==> src/rtl/decode_queue.sv <==
// Fetch-to-decode instruction buffer: a DEPTH-entry circular queue with flush,
// freeze, and an optional fall-through path for an empty queue.
module decode_queue #(
   parameter int WIDTH       = 64,
   parameter int DEPTH       = 4,
   parameter int FALLTHROUGH = 0
) (
   input  logic                       CLK,
   input  logic                       nRST,
   input  logic                       ihit,
   input  logic                       flush,
   input  logic                       freeze,
   input  logic                       in_valid,
   input  logic [WIDTH-1:0]           in_data,
   output logic                       in_ready,
   output logic                       out_valid,
   output logic [WIDTH-1:0]           out_data,
   input  logic                       out_ready,
   output logic [$clog2(DEPTH+1)-1:0] count
);

   localparam int PW = $clog2(DEPTH);
   localparam int CW = $clog2(DEPTH+1);
   localparam logic [CW-1:0] FULL_CNT = CW'(DEPTH);

   logic [PW-1:0]    rd_ptr_q, rd_ptr_d;
   logic [PW-1:0]    wr_ptr_q, wr_ptr_d;
   logic [CW-1:0]    count_q, count_d;
   logic [WIDTH-1:0] mem_q [DEPTH];

   logic empty, full, fetch_v, bypass;
   logic enq, deq, consumed, do_wr, do_rd;

   // Handshake: a transfer happens on a side when its valid and ready are both
   // high at the rising edge. in_ready depends on stored state only, and no
   // output has a combinational path from out_ready.
   always_comb begin
      empty   = (count_q == '0);
      full    = (count_q == FULL_CNT);
      fetch_v = in_valid & ihit;
      bypass  = (FALLTHROUGH != 0) & empty;

      in_ready  = ~full;
      out_valid = ~flush & (empty ? (bypass & fetch_v) : 1'b1);
      out_data  = '0;
      if (out_valid) begin
         out_data = empty ? in_data : mem_q[rd_ptr_q];
      end
      count = count_q;
   end

   // A bypassed entry consumed in the same cycle never touches storage.
   always_comb begin
      enq      = fetch_v & in_ready & ~flush;
      deq      = out_valid & out_ready & ~freeze & ~flush;
      consumed = bypass & deq;
      do_wr    = enq & ~consumed;
      do_rd    = deq & ~consumed;
   end

   always_comb begin
      rd_ptr_d = rd_ptr_q;
      wr_ptr_d = wr_ptr_q;
      count_d  = count_q;
      if (flush) begin
         rd_ptr_d = '0;
         wr_ptr_d = '0;
         count_d  = '0;
      end else begin
         if (do_wr) begin
            wr_ptr_d = wr_ptr_q + PW'(1);
         end
         if (do_rd) begin
            rd_ptr_d = rd_ptr_q + PW'(1);
         end
         case ({do_wr, do_rd})
            2'b10:   count_d = count_q + CW'(1);
            2'b01:   count_d = count_q - CW'(1);
            default: count_d = count_q;
         endcase
      end
   end

   always_ff @(posedge CLK or negedge nRST) begin
      if (!nRST) begin
         rd_ptr_q <= '0;
         wr_ptr_q <= '0;
         count_q  <= '0;
      end else begin
         rd_ptr_q <= rd_ptr_d;
         wr_ptr_q <= wr_ptr_d;
         count_q  <= count_d;
      end
   end

   // Storage needs no reset: out_data is gated whenever out_valid is low.
   always_ff @(posedge CLK) begin
      if (do_wr) begin
         mem_q[wr_ptr_q] <= in_data;
      end
   end

endmodule
==> config.mk <==
export PLATFORM = sky130hd
export DESIGN_NAME = decode_queue
export DESIGN_NICKNAME = d
export VERILOG_FILES = /design/src/rtl/decode_queue.sv
export SDC_FILE = /design/constraint.sdc
export NUM_CORES = 1
export LEC_CHECK = 0
export CAP_MARGIN = 30
export CORE_MARGIN = 10
export CORE_UTILIZATION = 45
export CTS_CLUSTER_DIAMETER = 120
export DETAILED_ROUTE_END_ITERATION = 12
export GPL_ROUTABILITY_DRIVEN = 1
export HOLD_SLACK_MARGIN = 0.1
export PLACE_DENSITY = 0.66
export SYNTH_ARGS = -nofsm -noshare
export SYNTH_HDL_FRONTEND = slang
export SYNTH_SLANG_ARGS = --single-unit
==> constraint.sdc <==
create_clock -name CLK -period 2.9 [get_ports CLK]
set_clock_uncertainty 0.05 [all_clocks]
set_input_delay 0.58 -clock CLK [delete_from_list [all_inputs] [get_ports CLK]]
set_output_delay 0.58 -clock CLK [all_outputs]
set_load 0.01 [all_outputs]
After elaboration in Yosys (flattened, before gate mapping):

Memories as Yosys holds them, arrays and structs flattened.
Index checks and enable logic that the tools add are counted.

* $add $sub $neg: 4
* equality and inequality tests: 3
* muxes and demuxes: 11
* bitwise logic cells: 10
* reductions and logical operators: 4

Operators by type and width (number)
* $mux W64: 2
* $mux W2: 4
* $and A1 B1 Y1: 7
* $pmux W3 S2: 1
* $add A2 B1 Y2 const B: 2
* $reduce_bool A2 Y1: 2
* $add A3 B1 Y3 const B: 1
* $eq A3 B3 Y1 const B: 1
* $logic_not A3 Y1: 1
* $mux W1: 3
* $mux W3: 1
* $not A1 Y1: 3
* $reduce_bool A3 Y1: 1
* $sub A3 B1 Y3 const B: 1
* $eq A2 B1 Y1 const B: 1
* $eq A2 B2 Y1 const B: 1

* register bits: 7
* memory bits (writable): 256
* input bits: 71
* output and inout bits: 69
* logic and storage cells: 36
* memories: 1

Memory list
* mem_q: depth 4, bits a word 64, rd ports 1, clocked after memory_dff 0, write ports 1, RTL line 29 `logic [WIDTH-1:0] mem_q [DEPTH];`

Longest topological paths before layout:

* word-level depth: 9
* gate-level depth with buffers: 8
* gate-level depth less buffers: 7

Worst setup path before layout:

OpenSTA, ideal clock, no wires.

* kind: input-to-reg
* from: input port flush
* to: memory mem_q[1][0] (enable)
* library setup time: 0.429 ns
* arrival time: 2.581 ns
* required time: 2.421 ns
* path slack: -0.160 ns
* cell stages on the path: 3
* path buffers: 1
* cell sequence: clkbuf_1 -> a211oi_1 -> and2_1

* word-level cells in the longest chain between the ends: 4

RTL lines
* start, declared: RTL line 11 `input logic flush,`
* $not A1 Y1: RTL line 54 `enq = fetch_v & in_ready & ~flush;`
* $and A1 B1 Y1: RTL line 54
* $mux W1: RTL line 98 `if (do_wr) begin`
* $mux W1 (not written as such): RTL line 99 `mem_q[wr_ptr_q] <= in_data;`
* end, declared: RTL line 29

Every way passes these cells.

Worst setup path after layout:

* from: register rd_ptr_q[0]
* to: output port out_data[5]

* word-level cells in the longest chain between the ends: 3

RTL lines
* start, declared: RTL line 26 `logic [PW-1:0] rd_ptr_q, rd_ptr_d;`
* start signal, assigned: RTL line 90 `rd_ptr_q <= rd_ptr_d;`
* $mem_v2 Z4 W64
* $mux W64: RTL line 47 `out_data = empty ? in_data : mem_q[rd_ptr_q];`
* $mux W64: RTL line 46 `if (out_valid) begin`
* end, declared: RTL line 17 `output logic [WIDTH-1:0] out_data,`

Every way passes these cells.

==> summary.txt <==
Final layout
  – P&R area growth vs syn: 27.8%
  – Layout cell share with drive strength beyond 1: 0.279
  – Most frequent cells in the layout: edfxtp_1, clkdlybuf4s50_1, mux4_2
  – Layout fillers: 1649
  – # diodes: 0
  – Final core area utilization: 0.579
  – Fin nets: 724
  – Final cell count without fillers: 951
  – Area occupied by multi-input gates: 0.00221 sq mm
  – Sequential Area: 0.00787 sq mm
  – Most common cell after layout, fill and taps aside: edfxtp_1

Worst setup path
  – CP Data Required Time: 2270 ps
  – Cell mode on critical path: buf_12
  – Worst Path Arrival: 2200 ps
  – CP max-delay cell: mux4_2
  – Crit path kind: reg -> out
  – Crit path max fanout: 7
  – Worst path max stage delay: 480 ps
  – Nature of the critical path startpoint: flop
  – Crit-path cells: buf_12 -> buf_12 -> mux4_2 -> and2_1 -> dlygate4sd2_1
  – CP endpoint kind: output port

STA
  – RSZ-0062 raised after global routing: no
  – Slew @ Worst Pin: 359 ps
  – Setup violators final: 0
  – Fin crit share: 0.975
  – Max_slew headroom: 0.760
  – Fin. Hold Viols: 0
  – Maximum clock frequency: 354 MHz
  – Fin crit period: 2830 ps
  – Setup ws final: 71.5 ps
  – Max Slew Vio Count: 0

Pwr
  – Pwr dens: 600 mW/mm^2
  – Worst VDD drop: 0.432 mV
  – Pleak: 4.34 nW
  – Total power: 7.82 mW

Route
  – Drt drc: 0
  – Initial DRC count: 223
  – Avg Vias per Cell: 5.31
  – Final wirelength: 20.9 mm
  – Post-route antenna net violation count: 0
  – WL per Instance: 22.0 um
  – TritonRoute pass-1 iters: 4
  – Vias: 5048

Floorplan
  – Core box area: 0.0225 sq mm
  – Die Footprint: 0.0291 sq mm
  – I/O pin count: 140
  – Chip height: 171 um
  – Die X: 171 um
  – Initial Util: 0.453
  – Row cnt: 55

Global route
  – Grt peak-use layer: met2
  – Grt met1 use: 0.184
  – Grt ovf: 0
  – Largest net degree at the start of global routing: 35
  – Initial antenna violation count: 0
  – Met3 GRT Util: 0.0283
  – Gr usage total: 0.145
  – First-pass GRT wire length: 32.6 mm
  – Number of global-route vias before repair: 5527
  – GR Layer Usage met2: 0.249

Clocking
  – Sink Count: 263
  – TritonCTS clock tree: built
  – CTS root buf: clkbuf_16
  – Clk slew on worst S/H paths: 60 ps
  – TritonCTS buffer count: 26
  – CTS Buffer Depth: 3
  – Clock Latency Late Sink: 510 ps
  – CTS H-tree depth: 1
  – Hold_buf cts: 0

Yosys
  – Post-Syn Area per Cell: 21.8 sq um
  – Yosys warning count: 0
  – Seq/Total Area, Yosys: 0.771
  – Synth cell types: 29
  – Cell Area, Synth: 0.0102 sq mm
  – Post-synthesis cell count: 468
  – Post-synth net total: 544
  – Synth Register Bits: 263

Placement
  – Port buffer count: 139
  – Post-DP HPWL: 13.1 mm
  – Final GP Congestion: 0.721
  – # placed instances: 892
  – DP Worst Slack: 22.1 ps

Status
  – Status: finished clean

Run
  – Max-cap viol count: 0

Min path
  – Worst Hold Class: in -> async
## Yosys cell counts, drive strengths merged
library cell / count / area, sq um
nor4: 1 / 6.26
nor3b: 1 / 7.51
xnor2: 4 / 35.0
dfrtp: 7 / 175
and2: 69 / 432
ha: 4 / 50.1
clkbuf: 10 / 38.8
edfxtp: 256 / 7690
fa: 1 / 20.0
buf: 14 / 101
a211oi: 2 / 15.0
a31oi: 1 / 6.26
or3: 1 / 6.26
mux4: 64 / 1440
nor2b: 1 / 6.26
nand4: 1 / 6.26
or2: 1 / 6.26
nor3: 1 / 10.0
o21ai: 2 / 10.0
inv: 3 / 11.3
nor2: 10 / 37.5
o2111ai: 2 / 17.5
nand2: 4 / 15.0
nand2b: 1 / 6.26
mux2i: 3 / 30.0
a21oi: 3 / 15.0
o211ai: 1 / 7.51
## area by class of cell
| cell class | count | area share |
|---|---|---|
| clock inverters | 9 | 0.00317 |
| well taps | 285 | 0.0274 |
| inverters | 3 | 0.000864 |
| repair buffers | 176 | 0.140 |
| clock buffers | 37 | 0.0547 |
| multi-input cells | 178 | 0.170 |
| flip-flops and latches | 263 | 0.604 |
## metrics by stage
step / cell area [sq um] / TNS (ps) / hold slack (ps)
6_report: 13000 / 0 / 279
5_1_grt: 13000 / 0 / 288
3_5_place_dp: 12200 / 0 / 537
4_1_cts: 13100 / -43.6 / 273
3_3_place_gp: 12200 / 0 / 504
2_1_floorplan: 10200 / 0 / 234
## critical path, delay by kind of cell (launching register included)
kind | cells | cell delay, ps
buffers and inverters | 3 | 580
multiplexers | 1 | 480
flip-flops | 1 | 430
AND/OR/NAND/NOR | 1 | 170
## cell families after synthesis
| logic type | Yosys count | synth area share |
|---|---|---|
| buf+inv | 27 | 0.0148 |
| mux | 67 | 0.144 |
| xor+xnor | 4 | 0.00343 |
| simple gates | 91 | 0.0529 |
| compound gates | 11 | 0.00699 |
| flops | 263 | 0.771 |
| fa+ha+maj | 5 | 0.00687 |
## flip-flops by register name, summed over array words and instances (netlist names)
signal    count
mem_q       256
count         3
rd_ptr_q      2
wr_ptr_q      2
## per-layer routing
layer	vias to the layer above	wire length (um)
met5	-	0
met2	132	10900
met4	0	386
met1	2621	8610
met3	28	1070
li1	2267	-
## repair_timing
action | 4_1_cts | 5_1_grt
hold endpoints to repair | 0 | 0
setup endpoints to repair | 64 | 19
pin swaps | 2 | 0
gates resized for setup | 198 | 14
buffers inserted | 7 | 0
gates cloned | 6 | 1
## report_power, final
group	internal (mW)	total [mW]	switching, mW
combinational	0.334	0.594	0.260
clock	1.70	2.98	1.28
sequential	4.23	4.25	0.0195
total	6.26	7.82	1.56
## path summary, 6_finish.rpt
kind                        startpoint          end  slack, ps  cells past startpoint
min in group CLK           wr_ptr_q[1]  wr_ptr_q[1]        540                      2
hold / removal                    nRST     count[1]        280                      1
setup / recovery           rd_ptr_q[0]  out_data[5]         70                      5
max in group asynchronous         nRST  rd_ptr_q[1]       2240                      1
setup reg to reg              count[1]     count[2]        640                      8
hold reg to reg            wr_ptr_q[1]  wr_ptr_q[1]        540                      2
(Power assumes the default switching activity.)
